===== src/rtl/mem_port_arb_pkg.sv =====
// Shared types for the RAM data-port arbiter.
// The optional round-robin mode is enabled with MEM_PORT_ARB_RR_EN.
package mem_port_arb_pkg;

    typedef enum logic [1:0] {
        IDLE   = 2'd0,
        ACCESS = 2'd1,
        READ   = 2'd2
    } arb_state_t;

    typedef enum logic {
        OWN_CPU  = 1'b0,
        OWN_HOST = 1'b1
    } arb_owner_t;

endpackage


===== src/rtl/mem_port_arb_pick.sv =====
// Combinational winner selection between CPU and host.
// MEM_PORT_ARB_RR_EN selects round-robin; otherwise the host has fixed priority.
module mem_port_arb_pick
    import mem_port_arb_pkg::*;
(
    input  logic cpu_elig,
    input  logic host_elig,
    input  logic last_owner,
    output logic winner
);

`ifdef MEM_PORT_ARB_RR_EN
    always_comb begin
        winner = OWN_CPU;
        if (cpu_elig && host_elig) begin
            winner = (last_owner == OWN_HOST) ? OWN_CPU : OWN_HOST;
        end else if (host_elig) begin
            winner = OWN_HOST;
        end
    end
`else
    always_comb begin
        winner = OWN_CPU;
        if (host_elig) begin
            winner = OWN_HOST;
        end else if (!cpu_elig) begin
            // Nobody eligible: the result is ignored, so any value will do.
            winner = last_owner;
        end
    end
`endif

endmodule


===== src/rtl/mem_port_arbiter.sv =====
// Serialising arbiter for the shared RAM data port (CPU datapath vs host front-end).
// Round-robin arbitration is enabled by defining MEM_PORT_ARB_RR_EN.
module mem_port_arbiter
    import mem_port_arb_pkg::*;
#(
    parameter int AW = 12,
    parameter int DW = 32
) (
    input  logic          clk,
    input  logic          nrst,

    input  logic          cpu_req_i,
    input  logic          cpu_we_i,
    input  logic [AW-1:0] cpu_addr_i,
    input  logic [DW-1:0] cpu_wdata_i,
    output logic          cpu_gnt_o,
    output logic          cpu_rvalid_o,
    output logic [DW-1:0] cpu_rdata_o,

    input  logic          host_req_i,
    input  logic          host_we_i,
    input  logic [AW-1:0] host_addr_i,
    input  logic [DW-1:0] host_wdata_i,
    output logic          host_gnt_o,
    output logic          host_rvalid_o,
    output logic [DW-1:0] host_rdata_o,

    input  logic          host_lock_i,

    output logic          ram_we_o,
    output logic          ram_re_o,
    output logic [AW-1:0] ram_addr_o,
    output logic [DW-1:0] ram_wdata_o,
    input  logic [DW-1:0] ram_rdata_i,

    output logic          cpu_stall_o,
    output logic          busy_o
);

    // Handshake: a requester holds req (with we/addr/wdata) until it sees a
    // one-cycle gnt, which marks the cycle its access is driven to the RAM.
    // Read data follows two cycles after gnt as a one-cycle rvalid pulse;
    // req still high when the FSM is back in IDLE starts a new transaction.

    arb_state_t    state;
    arb_state_t    next_state;
    arb_owner_t    own_q;
    logic          we_q;
    logic [AW-1:0] addr_q;
    logic [DW-1:0] wdata_q;
    logic [DW-1:0] cpu_rdata_q;
    logic [DW-1:0] host_rdata_q;
    logic          cpu_rvalid_q;
    logic          host_rvalid_q;

    logic cpu_elig;
    logic host_elig;
    logic any_elig;
    logic winner;
    logic last_owner;
    logic start;

    assign cpu_elig  = cpu_req_i & ~host_lock_i;
    assign host_elig = host_req_i;
    assign any_elig  = cpu_elig | host_elig;
    assign start     = (state == IDLE) && any_elig;

    mem_port_arb_pick u_pick (
        .cpu_elig   (cpu_elig),
        .host_elig  (host_elig),
        .last_owner (last_owner),
        .winner     (winner)
    );

`ifdef MEM_PORT_ARB_RR_EN
    always_ff @(posedge clk or negedge nrst) begin
        if (!nrst) begin
            last_owner <= OWN_CPU;
        end else if (start) begin
            last_owner <= winner;
        end
    end
`else
    assign last_owner = OWN_CPU;
`endif

    always_ff @(posedge clk or negedge nrst) begin
        if (!nrst) begin
            state <= IDLE;
        end else begin
            state <= next_state;
        end
    end

    always_comb begin
        next_state  = state;
        ram_we_o    = 1'b0;
        ram_re_o    = 1'b0;
        ram_addr_o  = '0;
        ram_wdata_o = '0;
        cpu_gnt_o   = 1'b0;
        host_gnt_o  = 1'b0;
        unique case (state)
            IDLE: begin
                if (any_elig) begin
                    next_state = ACCESS;
                end
            end
            ACCESS: begin
                ram_we_o    = we_q;
                ram_re_o    = ~we_q;
                ram_addr_o  = addr_q;
                ram_wdata_o = wdata_q;
                cpu_gnt_o   = (own_q == OWN_CPU);
                host_gnt_o  = (own_q == OWN_HOST);
                next_state  = we_q ? IDLE : READ;
            end
            READ: begin
                next_state = IDLE;
            end
            default: begin
                next_state = IDLE;
            end
        endcase
    end

    always_ff @(posedge clk or negedge nrst) begin
        if (!nrst) begin
            own_q   <= OWN_CPU;
            we_q    <= 1'b0;
            addr_q  <= '0;
            wdata_q <= '0;
        end else if (start) begin
            own_q <= arb_owner_t'(winner);
            if (winner == OWN_HOST) begin
                we_q    <= host_we_i;
                addr_q  <= host_addr_i;
                wdata_q <= host_wdata_i;
            end else begin
                we_q    <= cpu_we_i;
                addr_q  <= cpu_addr_i;
                wdata_q <= cpu_wdata_i;
            end
        end
    end

    // RAM data is valid during READ; capture it so rvalid and data line up next cycle.
    always_ff @(posedge clk or negedge nrst) begin
        if (!nrst) begin
            cpu_rdata_q   <= '0;
            host_rdata_q  <= '0;
            cpu_rvalid_q  <= 1'b0;
            host_rvalid_q <= 1'b0;
        end else begin
            cpu_rvalid_q  <= (state == READ) && (own_q == OWN_CPU);
            host_rvalid_q <= (state == READ) && (own_q == OWN_HOST);
            if (state == READ) begin
                if (own_q == OWN_CPU) begin
                    cpu_rdata_q <= ram_rdata_i;
                end else begin
                    host_rdata_q <= ram_rdata_i;
                end
            end
        end
    end

    assign cpu_rvalid_o  = cpu_rvalid_q;
    assign host_rvalid_o = host_rvalid_q;
    assign cpu_rdata_o   = cpu_rdata_q;
    assign host_rdata_o  = host_rdata_q;
    assign cpu_stall_o   = cpu_req_i & ~cpu_gnt_o;
    assign busy_o        = (state != IDLE);

endmodule


===== config.mk =====
export PLATFORM = sky130hd
export DESIGN_NAME = mem_port_arbiter
export DESIGN_NICKNAME = d
export VERILOG_FILES = /design/src/rtl/mem_port_arb_pkg.sv /design/src/rtl/mem_port_arb_pick.sv /design/src/rtl/mem_port_arbiter.sv
export SDC_FILE = /design/constraint.sdc
export NUM_CORES = 1
export LEC_CHECK = 0
export CAP_MARGIN = 20
export CORE_ASPECT_RATIO = 1.2
export CORE_MARGIN = 8
export CORE_UTILIZATION = 41
export DETAILED_ROUTE_END_ITERATION = 10
export PLACE_DENSITY = 0.75
export SLEW_MARGIN = 10
export SYNTH_ARGS = -nofsm -noshare
export SYNTH_HDL_FRONTEND = slang
export SYNTH_SLANG_ARGS = --single-unit

===== constraint.sdc =====
create_clock -name clk -period 4.5 [get_ports clk]
set_input_delay 1.35 -clock clk [delete_from_list [all_inputs] [get_ports clk]]
set_output_delay 1.35 -clock clk [all_outputs]
set_load 0.02 [all_outputs]

; After elaboration in Yosys (flattened, before gate mapping)
; Cells that the tools add are included.
[op_classes]
n_bitwise = 7
eq_ne = 3
n_reduce_logical = 7
mux = 13
[ops]
columns = op, count
row1 = 2-to-1 mux 32 bit, 2
row2 = 2-to-1 mux 12 bit, 2
row3 = 2-to-1 mux 1 bit, 6
row4 = 2-to-1 mux 2 bit, 2
row5 = inverter 1 bit, 4
row6 = one-hot mux 2 bit (2 select lines), 1
row7 = AND reduction 2 bit, 2
row8 = logical AND 1 bit, 3
row9 = AND 1 bit, 2
row10 = "equality test 2 x 1 -> 1 bit, second input constant", 1
row11 = "equality test 2 bit, second input constant", 1
row12 = logical NOT 2 bit, 1
row13 = "inequality test 2 bit, second input constant", 1
row14 = nonzero test 2 bit, 1
row15 = OR 1 bit, 1
[word_totals]
reg_bits = 114
out_inout_bits = 116

; Depth between registers and ports, before layout
[depth]
depth_word = 5
depth_mapped = 5
ltp_nobuf = 3

; Hierarchy
; Synthesis repeated with hierarchy kept, for this count alone.
[unflattened]
hier_cells = 351
area_unflattened_um2 = 5260.0
[modules_own_cells]
columns = module, cells_per_inst, area_each_um2, n_inst
row1 = mem_port_arbiter, 349, 5248.8, 1
row2 = mem_port_arb_pick, 2, 11.3, 1

; Worst setup path after synthesis
; Ideal clock, no wire load.
[synth_timing]
kind = input port to output port
start = in cpu_req_i
end = out cpu_stall_o
t_arrival_ns = 1.677
slack_ns = 1.473
path_buffers = 0
path_stages = 1
required_ns = 3.150
path_cell_list = nor2b_1
[synth_via]
elab_chain_len = 1
[synth_lines]
columns = item, line
row1 = "start, declared", mem_port_arbiter.sv:12  ; input logic cpu_req_i,
row2 = AND 1 bit, mem_port_arbiter.sv:171  ; assign cpu_stall_o = cpu_req_i & ~cpu_gnt_o;
row3 = "end, declared", mem_port_arbiter.sv:36  ; output logic cpu_stall_o,
; Every way passes these cells.

; Worst setup path in the final report
; Same ends and word-level chain as after synthesis.

==> flow_metrics.env <==
export IMPL_powerDensity_mw_per_mm2=734
export IMPL_rsz0062_at_grt="no"
export IMPL_syn_inst=350
export IMPL_max_freq_mhz=256
export IMPL_num_vias=3674
export IMPL_grt_start_max_net_pins=61
export IMPL_syn_area_mm2=0.00533
export IMPL_grt_ovfl_total=0
export IMPL_coreArea_mm2=0.0127
export IMPL_fin_worst_skew_ns=0.00544
export IMPL_avgSynthCellArea_um2=15.2
export IMPL_outcome="complete, no violations"
export IMPL_ir_drop_v=0.000334
export IMPL_routedWlPerCell_um=19.0
export IMPL_arrival_ns=2.55
export IMPL_final_cell_mix="clkdlybuf4s50_1, mux2_2, dfrtp_1"
export IMPL_hold_class="register to register"
export IMPL_place_ws_ns=0.581
export IMPL_cts_made_buffers=17
export IMPL_required_ns=3.15
export IMPL_clockBufferDepth=2
export IMPL_grt_usage_pct=17.5
export IMPL_synth_nets=477
export IMPL_start_util_pct=42.1
export IMPL_final_common_cell="clkdlybuf4s50_1"
export IMPL_grt_pass1_vias=4242
export IMPL_clock_latency_ns=0.40
export IMPL_fin_nets=722
export IMPL_port_buffers=242
export IMPL_leakage_nw=3.58
export IMPL_n_antenna_cell=0
export IMPL_synth_cell_type_count=18
export IMPL_grt_pass1_wl_um=23200
export IMPL_yosysWarnings=0
export IMPL_fin_ws_ns=0.600
export IMPL_path_class="input port to output pin"
export IMPL_drv_cap=0
export IMPL_seq_area_frac_synth_pct=53.5
export IMPL_drt_pass1_iter_count=4
export IMPL_initialDrtViolationCount=87
export IMPL_cp_start_kind="input port"
export IMPL_die_h_um=141
export IMPL_drtAntennaViolNets=0
export IMPL_hpwl_um=11200
export IMPL_drv_slew=0
export IMPL_fin_crit_ns=3.90
export IMPL_tightest_slew_ns=0.921
export IMPL_h_tree_depth=4
export IMPL_die_w_um=120
export IMPL_crit_fanout=2
export IMPL_ctsResizeCount=0
export IMPL_hold_violations=0
export IMPL_cts_sinks=114
export IMPL_std_cell_rows=45
export IMPL_antenna_found_initial=0
export IMPL_cts_tree="yes"
export IMPL_vias_per_cell=4.76
export IMPL_postCtsSetupBuffers=0
export IMPL_ys_seq_elements=114
export IMPL_finalCritPeriodShare_pct=86.7
export IMPL_num_io_pins=243
export IMPL_root_buffer="clkbuf_16"
export IMPL_maxSlewHeadroom_pct=38.3
export IMPL_fin_tns_setup_ns=0
export IMPL_setup_viol=0
export IMPL_post_route_util_pct=66.9
export IMPL_gp_congestion=0.741
export IMPL_clkTransAtPathRegs_ns=0.05
export IMPL_ctsHoldBuffers=0
export IMPL_worstSetupEndpointType="output pin"
export IMPL_routed_wl_um=14600
export IMPL_drc=0
export IMPL_syn2layout_area_growth_pct=58.9
export IMPL_die_area_mm2=0.0169
export IMPL_drive_above_1_share_pct=32.1
[report_power, final]
group / total (W) / leakage (nW) / switching, W / internal (W)
registers: 0.00182 / 1.36 / 0.000282 / 0.00154
clock network: 0.00150 / 0.315 / 0.000461 / 0.00104
logic: 0.00290 / 1.91 / 0.00129 / 0.00161
[worst max-delay path, stage by stage]
cell	delay [ns]
clkdlybuf4s50_1	0.46
nor2b_1	0.12
clkdlybuf4s50_1	0.62
[cell usage after synthesis (all sizes together)]
| master | n | area share, % |
|---|---|---|
| buf | 17 | 3.7 |
| nand2 | 1 | 0.070 |
| o21a | 1 | 0.14 |
| dfrtp | 114 | 53 |
| nand3b | 1 | 0.21 |
| mux2 | 154 | 35 |
| nor3b | 1 | 0.35 |
| or2b | 1 | 0.14 |
| nor2 | 4 | 0.33 |
| a22o | 1 | 0.16 |
| and2 | 46 | 5.4 |
| inv | 2 | 0.14 |
| clkbuf | 4 | 0.28 |
| nor2b | 3 | 0.35 |
[registers in the layout, indices dropped and copies added, names as in the netlist]
register / flops
host_rdata_o: 32
own_q: 1
cpu_rdata_o: 32
cpu_rvalid_o: 1
wdata_q: 32
host_rvalid_o: 1
addr_q: 12
state: 2
we_q: 1
[stage by stage]
step / hold WS (ns) / area, um^2 / cells / power, W
floorplan: 0.438 / 5330 / 350 / 0.00347
global placement: 0.482 / 7810 / 740 / 0.00470
detailed placement: 0.487 / 7810 / 740 / 0.00477
CTS: 0.503 / 8480 / 772 / 0.00631
global route: 0.514 / 8480 / 772 / 0.00654
finish: 0.502 / 8480 / 772 / 0.00622
[final timing paths]
path	cells after the start	slack (ns)	endpoint	from
max	3	0.60	cpu_stall_o	cpu_req_i
min	1	0.50	host_rdata_o[8]$_DFFE_PN0P_	host_rdata_o[8]$_DFFE_PN0P_
max reg2reg	2	2.55	host_rdata_o[11]$_DFFE_PN0P_	state[0]$_DFFE_PN0P_
min reg2reg	1	0.50	host_rdata_o[8]$_DFFE_PN0P_	host_rdata_o[8]$_DFFE_PN0P_
max in group asynchronous	2	2.72	wdata_q[9]$_DFFE_PN0P_	nrst
min in group asynchronous	1	0.99	wdata_q[10]$_DFFE_PN0P_	nrst
[cell families after synthesis]
logic type             after synthesis  share of synthesized area, %
multiplexers                       154                          35.3
flip-flops                         114                          53.5
AND/OR/NAND/NOR                     57                          6.85
buffers and inverters               23                          4.08
AO/OA/AOI/OAI                        2                         0.305
[metal layers]
metal  global-route usage [%]  vias up  part of all wire (%)
met5                        0        -                     0
met4                     6.39        0                   1.2
met3                     8.31       12                   9.6
met2                     29.8      156                    52
met1                     18.3     1800                    37
li1                         -     1706                     -
[cell type report]
| cell class | instances | area, um^2 |
|---|---|---|
| multi-input combinational | 213 | 2270 |
| inverter | 2 | 7.51 |
| tap | 164 | 205 |
| clock inverter | 12 | 230 |
| clock buffer | 20 | 437 |
| fill | 933 | 4190 |
| timing repair buffer | 247 | 2480 |
| sequential | 114 | 2850 |
(Power assumes the default switching activity.)
